===== src/rtl/cpu_types_pkg.sv =====
// Shared CPU types: data word, register index,
// EX/MEM FSM state and the EX/MEM latched bundle.
package cpu_types_pkg;

    typedef logic [31:0] word_t;
    typedef logic [4:0]  regbits_t;

    typedef enum logic [1:0] {
        IDLE = 2'd0,
        REQ  = 2'd1,
        DONE = 2'd2
    } state_t;

    typedef struct packed {
        logic       regwrite;
        logic [1:0] memtoreg;
        logic       memread;
        logic       memwrite;
        logic       halt;
        regbits_t   branchdest;
        word_t      aluout;
        word_t      storedata;
        word_t      pcplus4;
    } ex_mem_t;

endpackage


===== src/rtl/ex_mem_latch.sv =====
// EX/MEM pipeline latch with the data-memory request FSM;
// holds the pipeline while a load/store is outstanding.
module ex_mem_latch
    import cpu_types_pkg::*;
(
    input  logic       CLK,
    input  logic       nRST,
    input  logic       ihit,
    input  logic       dhit,
    input  logic       flush,
    input  logic       regwrite_ex,
    input  logic [1:0] memtoreg_ex,
    input  logic       memread_ex,
    input  logic       memwrite_ex,
    input  logic       halt_ex,
    input  regbits_t   branchdest_ex,
    input  word_t      aluout_ex,
    input  word_t      storedata_ex,
    input  word_t      pcplus4_ex,
    input  word_t      dmemload,
    output logic       regwrite_ex_mem_output,
    output logic [1:0] memtoreg_ex_mem_output,
    output regbits_t   branchdest_ex_mem_output,
    output word_t      aluout_ex_mem_output,
    output word_t      pcplus4_ex_mem_output,
    output logic       halt_ex_mem_output,
    output word_t      loaddata_ex_mem_output,
    output logic       dmemREN,
    output logic       dmemWEN,
    output word_t      dmemaddr,
    output word_t      dmemstore,
    output logic       mem_stall
);

    state_t  r_state;
    state_t  w_next;
    ex_mem_t r_q;
    word_t   r_load;
    logic    w_adv;
    logic    w_mem_op;

    assign w_adv    = ihit && (r_state != REQ);
    assign w_mem_op = !flush && (memread_ex || memwrite_ex);

    always_comb begin
        w_next = r_state;
        unique case (r_state)
            IDLE, DONE: begin
                if (w_adv)
                    w_next = w_mem_op ? REQ : IDLE;
            end
            REQ: begin
                if (dhit)
                    w_next = DONE;
            end
            default: w_next = IDLE;
        endcase
    end

    always_ff @(posedge CLK or negedge nRST) begin
        if (!nRST)
            r_state <= IDLE;
        else
            r_state <= w_next;
    end

    // a flushed capture leaves a bubble but never clears a seen HALT
    always_ff @(posedge CLK or negedge nRST) begin
        if (!nRST) begin
            r_q <= '0;
        end else if (w_adv) begin
            r_q.aluout    <= aluout_ex;
            r_q.storedata <= storedata_ex;
            r_q.pcplus4   <= pcplus4_ex;
            if (flush) begin
                r_q.regwrite   <= 1'b0;
                r_q.memtoreg   <= 2'd0;
                r_q.memread    <= 1'b0;
                r_q.memwrite   <= 1'b0;
                r_q.branchdest <= '0;
            end else begin
                r_q.regwrite   <= regwrite_ex;
                r_q.memtoreg   <= memtoreg_ex;
                r_q.memread    <= memread_ex;
                r_q.memwrite   <= memwrite_ex;
                r_q.branchdest <= branchdest_ex;
                r_q.halt       <= r_q.halt | halt_ex;
            end
        end
    end

    always_ff @(posedge CLK or negedge nRST) begin
        if (!nRST)
            r_load <= '0;
        else if (r_state == REQ && dhit)
            r_load <= dmemload;
    end

    assign mem_stall = (r_state == REQ);
    assign dmemREN   = mem_stall && r_q.memread;
    assign dmemWEN   = mem_stall && r_q.memwrite;
    assign dmemaddr  = r_q.aluout;
    assign dmemstore = r_q.storedata;

    assign regwrite_ex_mem_output   = r_q.regwrite;
    assign memtoreg_ex_mem_output   = r_q.memtoreg;
    assign branchdest_ex_mem_output = r_q.branchdest;
    assign aluout_ex_mem_output     = r_q.aluout;
    assign pcplus4_ex_mem_output    = r_q.pcplus4;
    assign halt_ex_mem_output       = r_q.halt;
    assign loaddata_ex_mem_output   = r_load;

endmodule


===== config.mk =====
export PLATFORM = sky130hd
export DESIGN_NAME = ex_mem_latch
export DESIGN_NICKNAME = d
export VERILOG_FILES = /design/src/rtl/cpu_types_pkg.sv /design/src/rtl/ex_mem_latch.sv
export SDC_FILE = /design/constraint.sdc
export NUM_CORES = 1
export LEC_CHECK = 0
export CORE_UTILIZATION = 41
export DETAILED_ROUTE_END_ITERATION = 10
export HOLD_SLACK_MARGIN = 0.12
export PLACE_DENSITY = 0.84
export SLEW_MARGIN = 20
export SYNTH_ARGS = -nofsm -noshare
export SYNTH_HDL_FRONTEND = slang
export SYNTH_SLANG_ARGS = --single-unit
export TNS_END_PERCENT = 100

===== constraint.sdc =====
create_clock -name CLK -period 1.5 [get_ports CLK]
set_input_delay 0.225 -clock CLK [delete_from_list [all_inputs] [get_ports CLK]]
set_output_delay 0.225 -clock CLK [all_outputs]
set_load 0.005 [all_outputs]

# --- Yosys cells after proc, flatten, opt, wreduce, memory -nomap -nowiden ---
# Cells that the tools add are included.
# Widths: inputs -> output; s select.
totals:
  regBits: 141
  input_bits: 144
  out_inout_bits: 172
  word_cells: 35
op_classes:
  eq_ne: 5
  mux: 6
  n_bitwise: 2
  reduce_logical: 11
ops:
  columns: ["op", "n"]
  rows:
  - ["$mux 5", 2]
  - ["$logic_and 1x1->1", 5]
  - ["$mux 2", 2]
  - ["$ne 2x2->1 const B", 2]
  - ["$pmux 2 s2", 1]
  - ["$reduce_and 2->1", 2]
  - ["$eq 2x1->1 const B", 1]
  - ["$eq 2x2->1 const B", 1]
  - ["$logic_not 2->1", 1]
  - ["$ne 2x1->1 const B", 1]
  - ["$reduce_or 2->1", 1]
  - ["$logic_not 1->1", 1]
  - ["$logic_or 1x1->1", 1]
  - ["$mux 1", 1]
  - ["$not 1->1", 1]
  - ["$or 1x1->1", 1]

# --- Logic depth before layout (Yosys ltp) ---
# Gate-level depths: netlist (run 1).
logic_depth:
  depth_word: 5
  ltp_mapped: 5
  ltp_nobuf: 4

# --- Least setup slack after synthesis (run 1) ---
# No wires, ideal clock.
synth_timing:
  path_type: "register -> register"
  startpoint: "register r_state[1]"
  endpoint: "register r_q, in the netlist aluout_ex_mem_output[0]"
  setup_time_ns: 0.125
  t_arrival_ns: 1.221
  required_time_ns: 1.375
  setup_slack_ns: 0.154
  path_stages_with_launch: 6
  n_path_buf: 2
  synth_period_minus_slack_ns: 1.346
  cell_sequence: "dfrtp_1 nand2b_4 nand2_2 buf_6 buf_6 mux2_4"
synth_between:
  elab_chain_cells: 2
synth_rtl:
  columns: ["element", "line", "source"]
  rows:
  - ["from (decl)", "ex_mem_latch.sv:35", "state_t r_state;"]
  - ["from (signal assigned)", "ex_mem_latch.sv:64", "r_state <= w_next;"]
  - ["$ne 2x1->1", "ex_mem_latch.sv:42", "assign w_adv = ihit && (r_state != REQ);"]
  - ["$logic_and 1x1->1", "ex_mem_latch.sv:42", null]
  - ["to (decl)", "ex_mem_latch.sv:37", "ex_mem_t r_q;"]
# Every way passes these cells.
# A chain may end at the register's enable or synchronous reset.

# --- Worst setup path in the final report (run 1) ---
layout_timing:
  startpoint: "register r_state[1]"
  endpoint: "register r_q, in the netlist pcplus4_ex_mem_output[9]"
# The elaborated chain is that of the path after synthesis.

==> impl_results.md, run 1 <==
* Period utilization at 99.5%
* Reg area at 0.00353 mm²
* Setup Crit Path Kind: register to register
* Internal Power at 10.0 mW
* Synth Register Bits at 141
* Final #Nets at 849
* Switching Fraction at 24.7%
* Slew headroom at 70.8%
* Critical path cell sequence: nand2b_4 -> buf_6 -> nand2_8 -> clkbuf_16 -> mux2_2
* Mapped Nets at 597
* 1st-pass router iterations at 4
* Clock share of power at 32.8%
* Post-synth top area share at 54.1%
* Gr usage total at 19.5%
* Fin crit period at 1.49 ns
* Register share of total power at 38.4%
* Clock-pin slew on the worst setup and hold paths at 0.06 ns
* Crit-path max FO at 14
* Area of the multi-input gates at 0.00189 mm²
* Logic pwr share at 28.9%
* Standard-cell rows at 45
* Final clock skew at 0.00600 ns
* CP max-delay cell: dfrtp_1
* Detailed-route via count at 4,163
* Clk buf depth at 2
* Final worst setup slack at 0.00747 ns
* DP Area at 0.00902 mm²
* Number of CTS-inserted buffers at 17
* Yosys cell types at 19
* Worst EP required at 1.79 ns
* Fill count at 1,142
* Clock root cell: clkbuf_16
* Synth Area per Inst at 14.4 µm²
* Worst-Margin Slew at 0.437 ns
* FMAX at 670 MHz
* Cell depth of the worst flop-to-flop path at 5
* Routed Antenna Nets at 0
* Synth warn at 0
* IR drop worst, VDD at 0.000812 V
* # diodes at 0
* CP endpoint kind: register
* Vias in the first global route at 4,455
* Largest net degree at the start of global routing at 57
* Crit path from: r_state[1]
* Clock latency at the later pin of the worst-skew pair at 0.41 ns
* Max-slew violations at 0
* Maxcap violations at 0
* Starting Density at 42.4%
* Critical path data arrival time at 1.78 ns
* FF-to-FF End: pcplus4_ex_mem_output[9]
* Congestion Overflow GR at 0
* Initial antenna violation count at 0
* Area growth from synthesis to layout at 54.2%
* Pwr dens at 1320 mW/mm²
* Final hold violation count at 0
* Post-Route WL at 17,100 µm
* Post-DP HPWL at 11,400 µm
* CP startpoint kind: register
* Post-synth top area cell: dfrtp_1
* DP Worst Slack at -0.156 ns
* Setup violations, final at 0
* Core area at 0.0154 mm²
* Die area at 0.0164 mm²
* Reg2reg setup slack at 0.007 ns
* Mapped cell area at 0.00652 mm²
* DRC Markers at 0
* CTS H-tree lvls at 4
* CTS tree: done
* Worst hold path class: primary input to asynchronous set/reset pin
* Net Sw Power at 3.29 mW
* First-pass GRT wire length at 24,000 µm
* Global placement routability congestion at 0.746
* Top cells by area, synth: dfrtp_1 54%, mux2_2 17%, buf_4 16%
* Die Y at 128 µm
* R2R Path Start: r_state[1]
* Routed vias/inst at 4.48
* Critical Path Max Stage Delay at 0.37 ns
* Commonest non-fill, non-tap cell in the layout: clkdlybuf4s50_1
* Outcome: completed
* WL per Instance at 18.4 µm
* # IOs at 316
* Cells after Synth at 453
* DR iter-0 viols at 113
* Unrepaired setup endpoints after global routing: true
* Final Instance Area at 0.0101 mm²
* Most frequent cells in the layout: 144 x clkdlybuf4s50_1, 142 x dlygate4sd2_1, 141 x dfrtp_1
* Register area share after synthesis at 54.1%
* Leak at 4.89 nW
* Die W at 128 µm
* CTS sink count at 141
* Share of layout cells above drive strength 1 at 34.0%
* Number of port buffers at 315
flip-flops by register name, summed over array words and instances (netlist names):
signal	cells
aluout_ex_mem_output	32
branchdest_ex_mem_output	5
dmemstore	32
halt_ex_mem_output	1
loaddata_ex_mem_output	32
memtoreg_ex_mem_output	2
pcplus4_ex_mem_output	32
r_q	2
r_state	2
regwrite_ex_mem_output	1
cell type report:
class,count,share of cell area (%)
repair buffers,382,37.3
flip-flops and latches,141,35.1
well taps,211,2.63
inverters,2,0.0996
clock buffers,21,4.48
clock inverters,11,1.66
multi-input cells,161,18.8
power by group through the flow:
| stage | sequential [mW] | combinational [mW] | clock (mW) |
|---|---|---|---|
| after floorplan | 5.12 | 2.15 | 0 |
| after global placement | 5.19 | 3.90 | 0 |
| after detailed placement | 5.24 | 3.98 | 0 |
| after CTS | 5.12 | 3.71 | 4.46 |
| after global routing | 5.21 | 4.11 | 4.63 |
| final | 5.11 | 3.84 | 4.36 |
critical path: cells and delay by family, from the launching register on:
family / cells / cell delay, ns
flops: 1 / 0.37
buf+inv: 2 / 0.36
simple gates: 2 / 0.30
mux: 1 / 0.34
per-layer routing:
metal	vias to the layer above	track usage [%]	wire, µm
met2	208	34.4	9050
met3	21	7.47	1330
met5	-	0	0
met1	2045	20.9	6410
met4	0	7.75	278
li1	1889	-	-
cell families after synthesis:
| logic type | count (synthesis) | synth area share [%] |
|---|---|---|
| AOI/OAI and AO/OA | 3 | 0.345 |
| buffers and inverters | 152 | 17.6 |
| DFF | 141 | 54.1 |
| muxes | 138 | 26.1 |
| and+or+nand+nor | 19 | 1.86 |
synth_stat cells, drive strengths merged:
master and n:
a41o 1, and2 2, buf 149, clkbuf 1
dfrtp 141, inv 2, mux2 138, nand2 4
nand2b 1, nor2 2, nor2b 10, o211ai 1
o21ai 1
worst max path at each step:
stage / to / slack [ns] / cells past startpoint
final: pcplus4_ex_mem_output[9] / 0.007 / 5
after global routing: pcplus4_ex_mem_output[20] / -0.03 / 1
after CTS: dmemstore[1] / -0.11 / 5
after detailed placement: dmemstore[1] / -0.16 / 4
after global placement: pcplus4_ex_mem_output[28] / -0.13 / 4
after floorplan: aluout_ex_mem_output[0] / 0.15 / 5
stage by stage:
step | instances | setup TNS, ns | hold slack, ns | utilization [%] | total power, mW
after floorplan | 453 | 0 | -0.0706 | - | 7.26
after global placement | 847 | -9.34 | 0.149 | 58.7 | 9.08
after detailed placement | 847 | -10.26 | 0.151 | 58.7 | 9.23
after CTS | 916 | -6.11 | 0.274 | 63.3 | 13.3
after global routing | 929 | -0.348 | 0.295 | 65.4 | 13.9
final | 929 | 0 | 0.294 | 65.4 | 13.3
timing repair:
item	4_1_cts	5_1_grt
setup endpoints to repair	149	122
hold buffers	1	0
buffers inserted	36	3
pin swaps	0	2
endpoints found under the hold margin	141	0
cloned	0	10
gates resized for setup	155	36
No activity file was read; power rests on OpenSTA's default activity.
==> inputs of run 2 (changes only) <==
--- a/config.mk
+++ b/config.mk
@@ -5,6 +5,7 @@
 export SDC_FILE = /design/constraint.sdc
 export NUM_CORES = 1
 export LEC_CHECK = 0
+export CORE_ASPECT_RATIO = 0.6
 export CORE_UTILIZATION = 41
 export DETAILED_ROUTE_END_ITERATION = 10
 export HOLD_SLACK_MARGIN = 0.12
==> run 2 against run 1 <==
The run now ends with setup timing left; count of clock-buffer cells in the layout decreased by 2; cell area increased by 2.6%; register-to-register slack about the same; global-route usage about the same; clock power increased by 2%; clock skew increased by 0.0012 ns; highest routed layer unchanged.
==> impl_results.md, run 2 (synthesized netlist as in run 1, its figures left out) <==
* Outcome: complete, but fails checks
* Failing checks: setup timing
* Period utilization at 100%
* 1st-pass router iterations at 4
* FMAX at 664 MHz
* # IOs at 316
* Detailed-route via count at 4,171
* Crit path from: r_state[1]
* Unrepaired setup endpoints after global routing: true
* Final #Nets at 845
* Cell depth of the worst flop-to-flop path at 5
* CTS H-tree lvls at 4
* WL met2 at 9190 µm
* FF-to-FF End: dmemstore[24]
* Area growth from synthesis to layout at 58.2%
* Most frequent cells in the layout: 143 x clkdlybuf4s50_1, 141 x dfrtp_1, 121 x dlygate4sd2_1
* Congestion Overflow GR at 0
* Post-Route WL at 17,800 µm
* Maxcap violations at 0
* Initial antenna violation count at 0
* Pwr dens at 1330 mW/mm²
* DP Worst Slack at -0.0969 ns
* DR top layer: met4
* Worst Setup EP: dmemstore[24]
* Standard-cell rows at 35
* Leak at 5.22 nW
* Die Y at 99.7 µm
* Largest net degree at the start of global routing at 47
* Final clock skew at 0.00724 ns
* Starting Density at 42.2%
* CP startpoint kind: register
* CTS sink count at 141
* Global placement routability congestion at 0.765
* Worst hold path class: primary input to asynchronous set/reset pin
* Reg2reg setup slack at -0.006 ns
* CP max-delay cell: dfrtp_1
* CTS tree: done
* Max-slew violations at 0
* Util after Layout at 66.7%
* Crit-path max FO at 8
* Number of CTS-inserted buffers at 17
* Worst EP required at 1.78 ns
* Pwr Total at 13.7 mW
* Setup Crit Path Kind: register to register
* Final Hold Slack at 0.370 ns
* DP Area at 0.00902 mm²
* Die W at 165 µm
* Worst-Margin Slew at 0.608 ns
* IR drop worst, VDD at 0.000734 V
* # diodes at 0
* Clock latency at the later pin of the worst-skew pair at 0.40 ns
* CP endpoint kind: register
* Gr usage total at 19.5%
* Fin crit period at 1.51 ns
* Routed Antenna Nets at 0
* Critical Path Max Stage Delay at 0.38 ns
* R2R Path Start: r_state[1]
* Commonest non-fill, non-tap cell in the layout: clkdlybuf4s50_1
* Slew headroom at 59.4%
* WL per Instance at 19.4 µm
* Die area at 0.0164 mm²
* Final hold violation count at 0
* DR WL met3 at 1150 µm
* Final worst setup slack at -0.00595 ns
* DR iter-0 viols at 148
* DRC Markers at 0
* Routed vias/inst at 4.55
* Clock root cell: clkbuf_16
* Critical path data arrival time at 1.78 ns
* Vias in the first global route at 4,489
* Number of port buffers at 315
* Critical path cell sequence: nand2b_4 -> buf_12 -> nand2_8 -> clkbuf_16 -> mux2_4
* Share of layout cells above drive strength 1 at 33.6%
* Final Instance Area at 0.0103 mm²
* First-pass GRT wire length at 24,300 µm
* Met1 wire length at 7280 µm
* Core area at 0.0155 mm²
* Clock-pin slew on the worst setup and hold paths at 0.06 ns
* Setup violations, final at 2
* Clk buf depth at 2
* Post-DP HPWL at 11,800 µm
==> run 2: changes by cell type in the layout (fill, tap and decap cells not counted), moves of 3 or more <==
cell / delta
mux2_2: -31
mux2_4: +31
dlymetal6s2s_1: +22
dlygate4sd2_1: -21
buf_4: -10
buf_8: +3
==> run 2: routing by layer <==
layer / track usage, % / vias to the layer above
met5: 0 / -
met4: 5.15 / 0
met3: 5.13 / 11
met2: 34.9 / 162
met1: 23.2 / 2116
li1: - / 1882
==> run 2: repair_timing <==
item	CTS	global route
pin swaps	0	2
buffers inserted	29	5
hold buffers	1	0
cloned	0	13
setup endpoints to repair	132	157
gates resized for setup	132	92
endpoints found under the hold margin	40	0
==> run 2: cell type report <==
type	instances	area [µm²]
Clock buffer	19	433
Inverter	2	10.0
Sequential cell	141	3530
Timing Repair Buffer	377	3880
Clock inverter	13	189
Tap cell	203	254
Multi-Input combinational cell	162	2020
Fill cell	1105	5140
==> run 2: power by group <==
part           switching [mW]  total [mW]  internal (mW)
clock network            1.63        4.43           2.80
registers               0.491        5.14           4.65
logic                    1.34        4.10           2.76
total                    3.45        13.7           10.2
==> run 2: worst min path at each step <==
stage	to	depth (start not counted)
floorplan	aluout_ex_mem_output[0]	0
global placement	loaddata_ex_mem_output[20]	1
detailed placement	loaddata_ex_mem_output[20]	1
CTS	loaddata_ex_mem_output[20]	2
global route	loaddata_ex_mem_output[20]	2
finish	loaddata_ex_mem_output[20]	2
==> run 2: worst max-delay path, delay by kind of cell, from the launching register on <==
family	cells	cell delay [ns]
flip-flops	1	0.38
buffers and inverters	2	0.36
multiplexers	1	0.30
AND/OR/NAND/NOR	2	0.33
==> run 2: through the flow <==
| step | setup TNS, ns | instances |
|---|---|---|
| global route | -1.39 | 917 |
| global placement | -6.02 | 837 |
| CTS | -0.180 | 899 |
| floorplan | 0 | 453 |
| detailed placement | -5.57 | 837 |
| finish | -0.00974 | 917 |
